`config.mk`:
```
export PLATFORM = sky130hd
export DESIGN_NAME = perforator
export DESIGN_NICKNAME = d
export VERILOG_FILES = /design/src/rtl/perforator.sv
export SDC_FILE = /design/constraint.sdc
export NUM_CORES = 1
export LEC_CHECK = 0
export BUFFER_PORTS_ARGS = -buffer_cell sky130_fd_sc_hd__buf_2
export CAP_MARGIN = 20
export CORE_ASPECT_RATIO = 1.2
export CORE_MARGIN = 2
export CORE_UTILIZATION = 40
export DETAILED_ROUTE_END_ITERATION = 8
export PLACE_DENSITY = 0.66
export SLEW_MARGIN = 10
export SYNTH_ARGS = -nofsm -noshare
export SYNTH_HDL_FRONTEND = slang
export SYNTH_SLANG_ARGS = --single-unit
export TNS_END_PERCENT = 20
```
`constraint.sdc`:
```
create_clock -name clk -period 4.5 [get_ports clk]
set_clock_uncertainty 0.1 [all_clocks]
set_input_delay 0.45 -clock clk [delete_from_list [all_inputs] [get_ports clk]]
set_output_delay 0.45 -clock clk [all_outputs]
set_load 0.01 [all_outputs]
```
`src/rtl/perforator.sv`:
```
// Convolutional-code puncturer: deletes bits of rate-1/2 (X,Y) pairs and repacks the survivors into 2-bit symbols.
// Optional statistics counters are built when PERF_CNT_EN is defined.
module perforator #(
  parameter int unsigned RATE_RST = 0,
  parameter int unsigned CNT_W    = 16
) (
  input  logic             clk,
  input  logic             reset_n,
  input  logic [1:0]       i_code_rate,
  input  logic             i_vld,
  output logic             i_rdy,
  input  logic             i_sync,
  input  logic [1:0]       i_data,
  output logic             o_vld,
  input  logic             o_rdy,
  output logic             o_sync,
  output logic [1:0]       o_data,
  output logic [CNT_W-1:0] o_pair_cnt,
  output logic [CNT_W-1:0] o_drop_cnt
);

  // {keep X, keep Y} for a given rate code and pattern phase
  function automatic logic [1:0] keep_mask(input logic [1:0] r, input logic [2:0] p);
    logic [1:0] m;
    m = 2'b11;
    case (r)
      2'd0: m = 2'b11;
      2'd1: m = (p == 3'd0) ? 2'b11 : 2'b01;
      2'd2: begin
        case (p)
          3'd0:    m = 2'b11;
          3'd1:    m = 2'b01;
          default: m = 2'b10;
        endcase
      end
      default: begin
        case (p)
          3'd0:       m = 2'b11;
          3'd4, 3'd6: m = 2'b10;
          default:    m = 2'b01;
        endcase
      end
    endcase
    return m;
  endfunction

  function automatic logic [2:0] period_of(input logic [1:0] r);
    logic [2:0] n;
    case (r)
      2'd0:    n = 3'd1;
      2'd1:    n = 3'd2;
      2'd2:    n = 3'd3;
      default: n = 3'd7;
    endcase
    return n;
  endfunction

  // Bit 0 of buf_q/sf_q is the oldest bit in the FIFO
  logic [3:0] buf_q, buf_d;
  logic [3:0] sf_q, sf_d;
  logic [2:0] cnt_q, cnt_d;
  logic [2:0] phase_q, phase_d;
  logic [1:0] rate_q, rate_d;
  logic       vld_q, rdy_q;

  logic       acc, xfer, drop;
  logic [1:0] eff_rate;
  logic [2:0] eff_phase;
  logic [1:0] keep;
  logic [2:0] c;

  assign acc       = i_vld && rdy_q;
  assign xfer      = vld_q && o_rdy;
  assign eff_rate  = (i_sync || phase_q == 3'd0) ? i_code_rate : rate_q;
  assign eff_phase = i_sync ? 3'd0 : phase_q;
  assign keep      = keep_mask(eff_rate, eff_phase);
  // Transfer removes two bits, so cnt parity before and after it is the same
  assign drop      = acc && i_sync && cnt_q[0];

  always_comb begin
    buf_d   = buf_q;
    sf_d    = sf_q;
    c       = cnt_q;
    phase_d = phase_q;
    rate_d  = rate_q;
    if (xfer) begin
      buf_d = {2'b00, buf_q[3:2]};
      sf_d  = {2'b00, sf_q[3:2]};
      c     = cnt_q - 3'd2;
    end
    if (drop) begin
      c               = c - 3'd1;
      buf_d[c[1:0]]   = 1'b0;
      sf_d[c[1:0]]    = 1'b0;
    end
    if (acc) begin
      if (keep[1]) begin
        buf_d[c[1:0]] = i_data[1];
        sf_d[c[1:0]]  = i_sync;
        c             = c + 3'd1;
      end
      if (keep[0]) begin
        buf_d[c[1:0]] = i_data[0];
        sf_d[c[1:0]]  = i_sync && !keep[1];
        c             = c + 3'd1;
      end
      phase_d = (eff_phase == period_of(eff_rate) - 3'd1) ? 3'd0 : eff_phase + 3'd1;
      rate_d  = eff_rate;
    end
    cnt_d = c;
  end

  always_ff @(posedge clk) begin
    if (!reset_n) begin
      buf_q   <= '0;
      sf_q    <= '0;
      cnt_q   <= '0;
      phase_q <= '0;
      rate_q  <= 2'(RATE_RST);
      vld_q   <= 1'b0;
      rdy_q   <= 1'b1;
    end else begin
      buf_q   <= buf_d;
      sf_q    <= sf_d;
      cnt_q   <= cnt_d;
      phase_q <= phase_d;
      rate_q  <= rate_d;
      vld_q   <= (cnt_d >= 3'd2);
      rdy_q   <= (cnt_d <= 3'd2);
    end
  end

  assign i_rdy  = rdy_q;
  assign o_vld  = vld_q;
  assign o_data = {buf_q[0], buf_q[1]};
  assign o_sync = sf_q[0];

`ifdef PERF_CNT_EN
  logic [CNT_W-1:0] pair_cnt_q, drop_cnt_q;

  always_ff @(posedge clk) begin
    if (!reset_n) begin
      pair_cnt_q <= '0;
      drop_cnt_q <= '0;
    end else begin
      if (xfer) pair_cnt_q <= pair_cnt_q + 1'b1;
      if (drop) drop_cnt_q <= drop_cnt_q + 1'b1;
    end
  end

  assign o_pair_cnt = pair_cnt_q;
  assign o_drop_cnt = drop_cnt_q;
`else
  assign o_pair_cnt = '0;
  assign o_drop_cnt = '0;
`endif

endmodule

```
==> results.md <==
* Leak at 0.815 nW
* Routability cong. at 0.819
* Fill count at 420
* Status: completed
* Synth cell types at 50
* Min Tclk post-route at 3.55 ns
* Sequential area share after synthesis at 19.2%
* Final WL at 3320 um
* Die width at 63.0 um
* Average size of a mapped cell at 8.07 um2
* Commonest non-fill, non-tap cell in the layout: conb_1
* Hold Vio Cnt, Final at 0
* Crit path arrival time at 3.60 ns
* Final Cycle Share at 79.0%
* WL met3 at 129 um
* PortBufs at 13
* Post-CTS setup buffer count at 0
* Layout cells sized above 1 at 14.0%
* Worst reg2reg endpoint: o_vld$_SDFF_PN0_
* Req. time, crit path at 4.55 ns
* Global-route wire length before repair at 5580 um
* Worst rel slew slack at 65.1%
* Syn-to-layout area delta at 0.375%
* Setup TNS at 0 ns
* Met2 wire len at 1690 um
* Initial core utilization at 42.0%
* CP max stage cell: xor2_1
* Vias at 1314
* Flop pwr share at 29.2%
* CTS Buffer Depth at 2
* Vias in the first global route at 1214
* Switching power at 0.302 mW
* Diodes inserted at 0
* Crit Path Category: reg2reg
* GR Util All Layers at 15.0%
* Post-DP HPWL at 2660 um
* Top FF cell, synth: dfxtp_1
* Startpoint types: flop
* Full die area at 0.00471 mm2
* Die height at 74.8 um
* Vias per cell at 4.90
* Crit path buffers/inverters at 3
* YS warnings at 0
* Comb pwr share at 52.4%
* CP max FO at 6
* Antenna viol nets, final at 0
* Internal power at 0.416 mW
* Reg2reg setup slack at 0.95 ns
* Post-CTS Hold Fix Bufs at 0
* DRC at 0
* Clock Root Buffer: clkbuf_8
* Hold depth at 3
* Max H-tree Level at 1
* Crit-path cells: nand2_1, xor2_1, inv_1, ha_1, mux2i_1, ha_1, inv_1, nor2_1, a21oi_1, ha_1, inv_1, a31oi_4, mux2_4, mux2i_2, or2_1
* Core Area at 0.00397 mm2
* Clock Latency Late Sink at 0.26 ns
* Worst vdd ir at 142 uV
* Hold wc startpoint: i_code_rate[1]
* TritonCTS Buffers at 3
* Area of the multi-input gates at 0.00111 mm2
* CTS clk-pin slew, worst paths at 0.07 ns
* Iteration-0 DRC Markers at 38
* Met1 WL at 1440 um
* Cells after synthesis at 207
* Number of synthesized register bits at 16
* Top sig layer: met4
* R2R Path Start: o_vld$_SDFF_PN0_
* Finish-stage setup viols at 0
* Leading cell types in the layout, fill and taps excluded: conb_1, inv_1, dfxtp_1
* Largest net degree at the start of global routing at 14
* IO Count at 46
* CTS tree: done
* Congestion Overflow GR at 0
* Post-CTS sizing at 0
* WL per Instance at 12.4 um
* Post-synth ARST share at 0%
* Fin nets at 239
* CP top delay family: multiplexers
* Clock sinks at 16
* Hold path endpoint: rate_q[1]$_SDFFE_PN0N_
* Number of synthesized flops with an enable pin at 0
* Max Slew Vio Count at 0
* Worst Hold Margin at 0.375 ns
* Rows at 25
* Clock power frac at 18.4%
* RSZ-0062 raised after global routing: false
* Min-delay worst type: in2reg
* Seq. cell area at 320 um2
* Switch share at 42.0%
* 1st-pass router iterations at 4
* Post-Syn Area at 0.00167 mm2
* Endpoint class of the critical path: flop
* R2R cell count at 15
* Power per cell area at 428 mW/mm2
* Max frequency at 0.281 GHz
* Antenna violations before repair at 0
* Worst-Margin Slew at 0.518 ns
* Worst path max stage delay at 0.33 ns
* Maxcap violations at 0
==> layer usage <==
layer | track usage [%] | up-vias
met5 | 0 | -
met4 | 6.67 | 0
met3 | 2.24 | 5
met2 | 27.8 | 38
met1 | 17.2 | 614
li1 | - | 657
==> worst max-delay path by stage <==
| stage | from | endpoint | depth (start not counted) |
|---|---|---|---|
| floorplan | o_rdy | o_vld$_SDFF_PN0_ | 15 |
| global placement | o_rdy | o_vld$_SDFF_PN0_ | 16 |
| detailed placement | o_rdy | o_vld$_SDFF_PN0_ | 16 |
| CTS | o_vld$_SDFF_PN0_ | o_vld$_SDFF_PN0_ | 15 |
| global route | o_vld$_SDFF_PN0_ | o_vld$_SDFF_PN0_ | 15 |
| finish | o_vld$_SDFF_PN0_ | o_vld$_SDFF_PN0_ | 15 |
==> sequential cells by signal, summed over array words and instances, names as in the netlist <==
name	cells
buf_q	4
cnt_q	3
phase_q	3
rate_q	2
sf_q	2
i_rdy	1
o_vld	1
==> area by class of cell <==
cell class | instances | area share [%]
multi-input combinational | 165 | 66.1
sequential | 16 | 19.1
tap | 54 | 4.03
timing repair buffer | 13 | 3.88
inverter | 16 | 3.58
clock buffer | 4 | 3.28
==> power by group through the flow <==
stage          clock network (mW)  logic (mW)  registers [mW]
6_report                    0.132       0.376           0.210
2_1_floorplan                   0       0.334           0.207
4_1_cts                     0.131       0.377           0.211
5_1_grt                     0.137       0.428           0.215
3_5_place_dp                    0       0.376           0.214
3_3_place_gp                    0       0.370           0.215
==> per-stage QoR <==
step / util (%) / setup WS, ns / power [mW] / instances / instance area (um2)
final: 42.2 / 0.945 / 0.718 / 268 / 1680
after global placement: 40.8 / 0.848 / 0.584 / 264 / 1620
after floorplan: - / 1.13 / 0.541 / 238 / 1790
after detailed placement: 40.8 / 0.708 / 0.589 / 264 / 1620
after global routing: 42.2 / 0.698 / 0.780 / 268 / 1680
after CTS: 42.2 / 0.932 / 0.719 / 268 / 1680
==> worst reg2reg max path, delay by kind of cell, from the launching register on <==
kind / cells / cell delay, ns
buffers and inverters: 3 / 0.27
adders and majority gates: 3 / 0.77
xor gates and xnor gates: 1 / 0.33
muxes: 3 / 0.79
DFF: 1 / 0.32
and+or+nand+nor: 3 / 0.47
AOI/OAI and AO/OA: 2 / 0.40
==> cells by family (layout without fill, tap and decap cells) <==
logic type	count (synthesis)	after routing	share of synthesized area [%]
buffers and inverters	57	33	21.4
and+or+nand+nor	56	56	17.2
AOI/OAI and AO/OA	43	43	18.7
DFF	16	16	19.2
adders and majority gates	15	15	11.2
muxes	15	15	9.89
xor gates and xnor gates	4	4	2.10
other	1	32	0.225
==> cells in the mapped netlist, types with 2 or more instances <==
library cell | number | area share [%]
clkbuf_1 | 3 | 0.67
o21ai_0 | 10 | 3.0
mux2_4 | 2 | 1.8
nor2b_1 | 2 | 0.75
nor2_1 | 14 | 3.1
nand2b_1 | 2 | 0.75
nand2_1 | 12 | 2.7
o21ai_1 | 2 | 0.60
dfxtp_1 | 16 | 19
ha_1 | 15 | 11
xor2_1 | 2 | 1.0
xnor2_1 | 2 | 1.0
a311oi_1 | 2 | 1.0
a31oi_1 | 5 | 1.9
a21oi_1 | 10 | 3.0
buf_4 | 36 | 16
mux2i_1 | 11 | 6.6
and2_1 | 2 | 0.75
inv_1 | 16 | 3.6
nand3_1 | 11 | 3.3
nor3_1 | 3 | 0.90
Power figures use the tool's default switching activity.
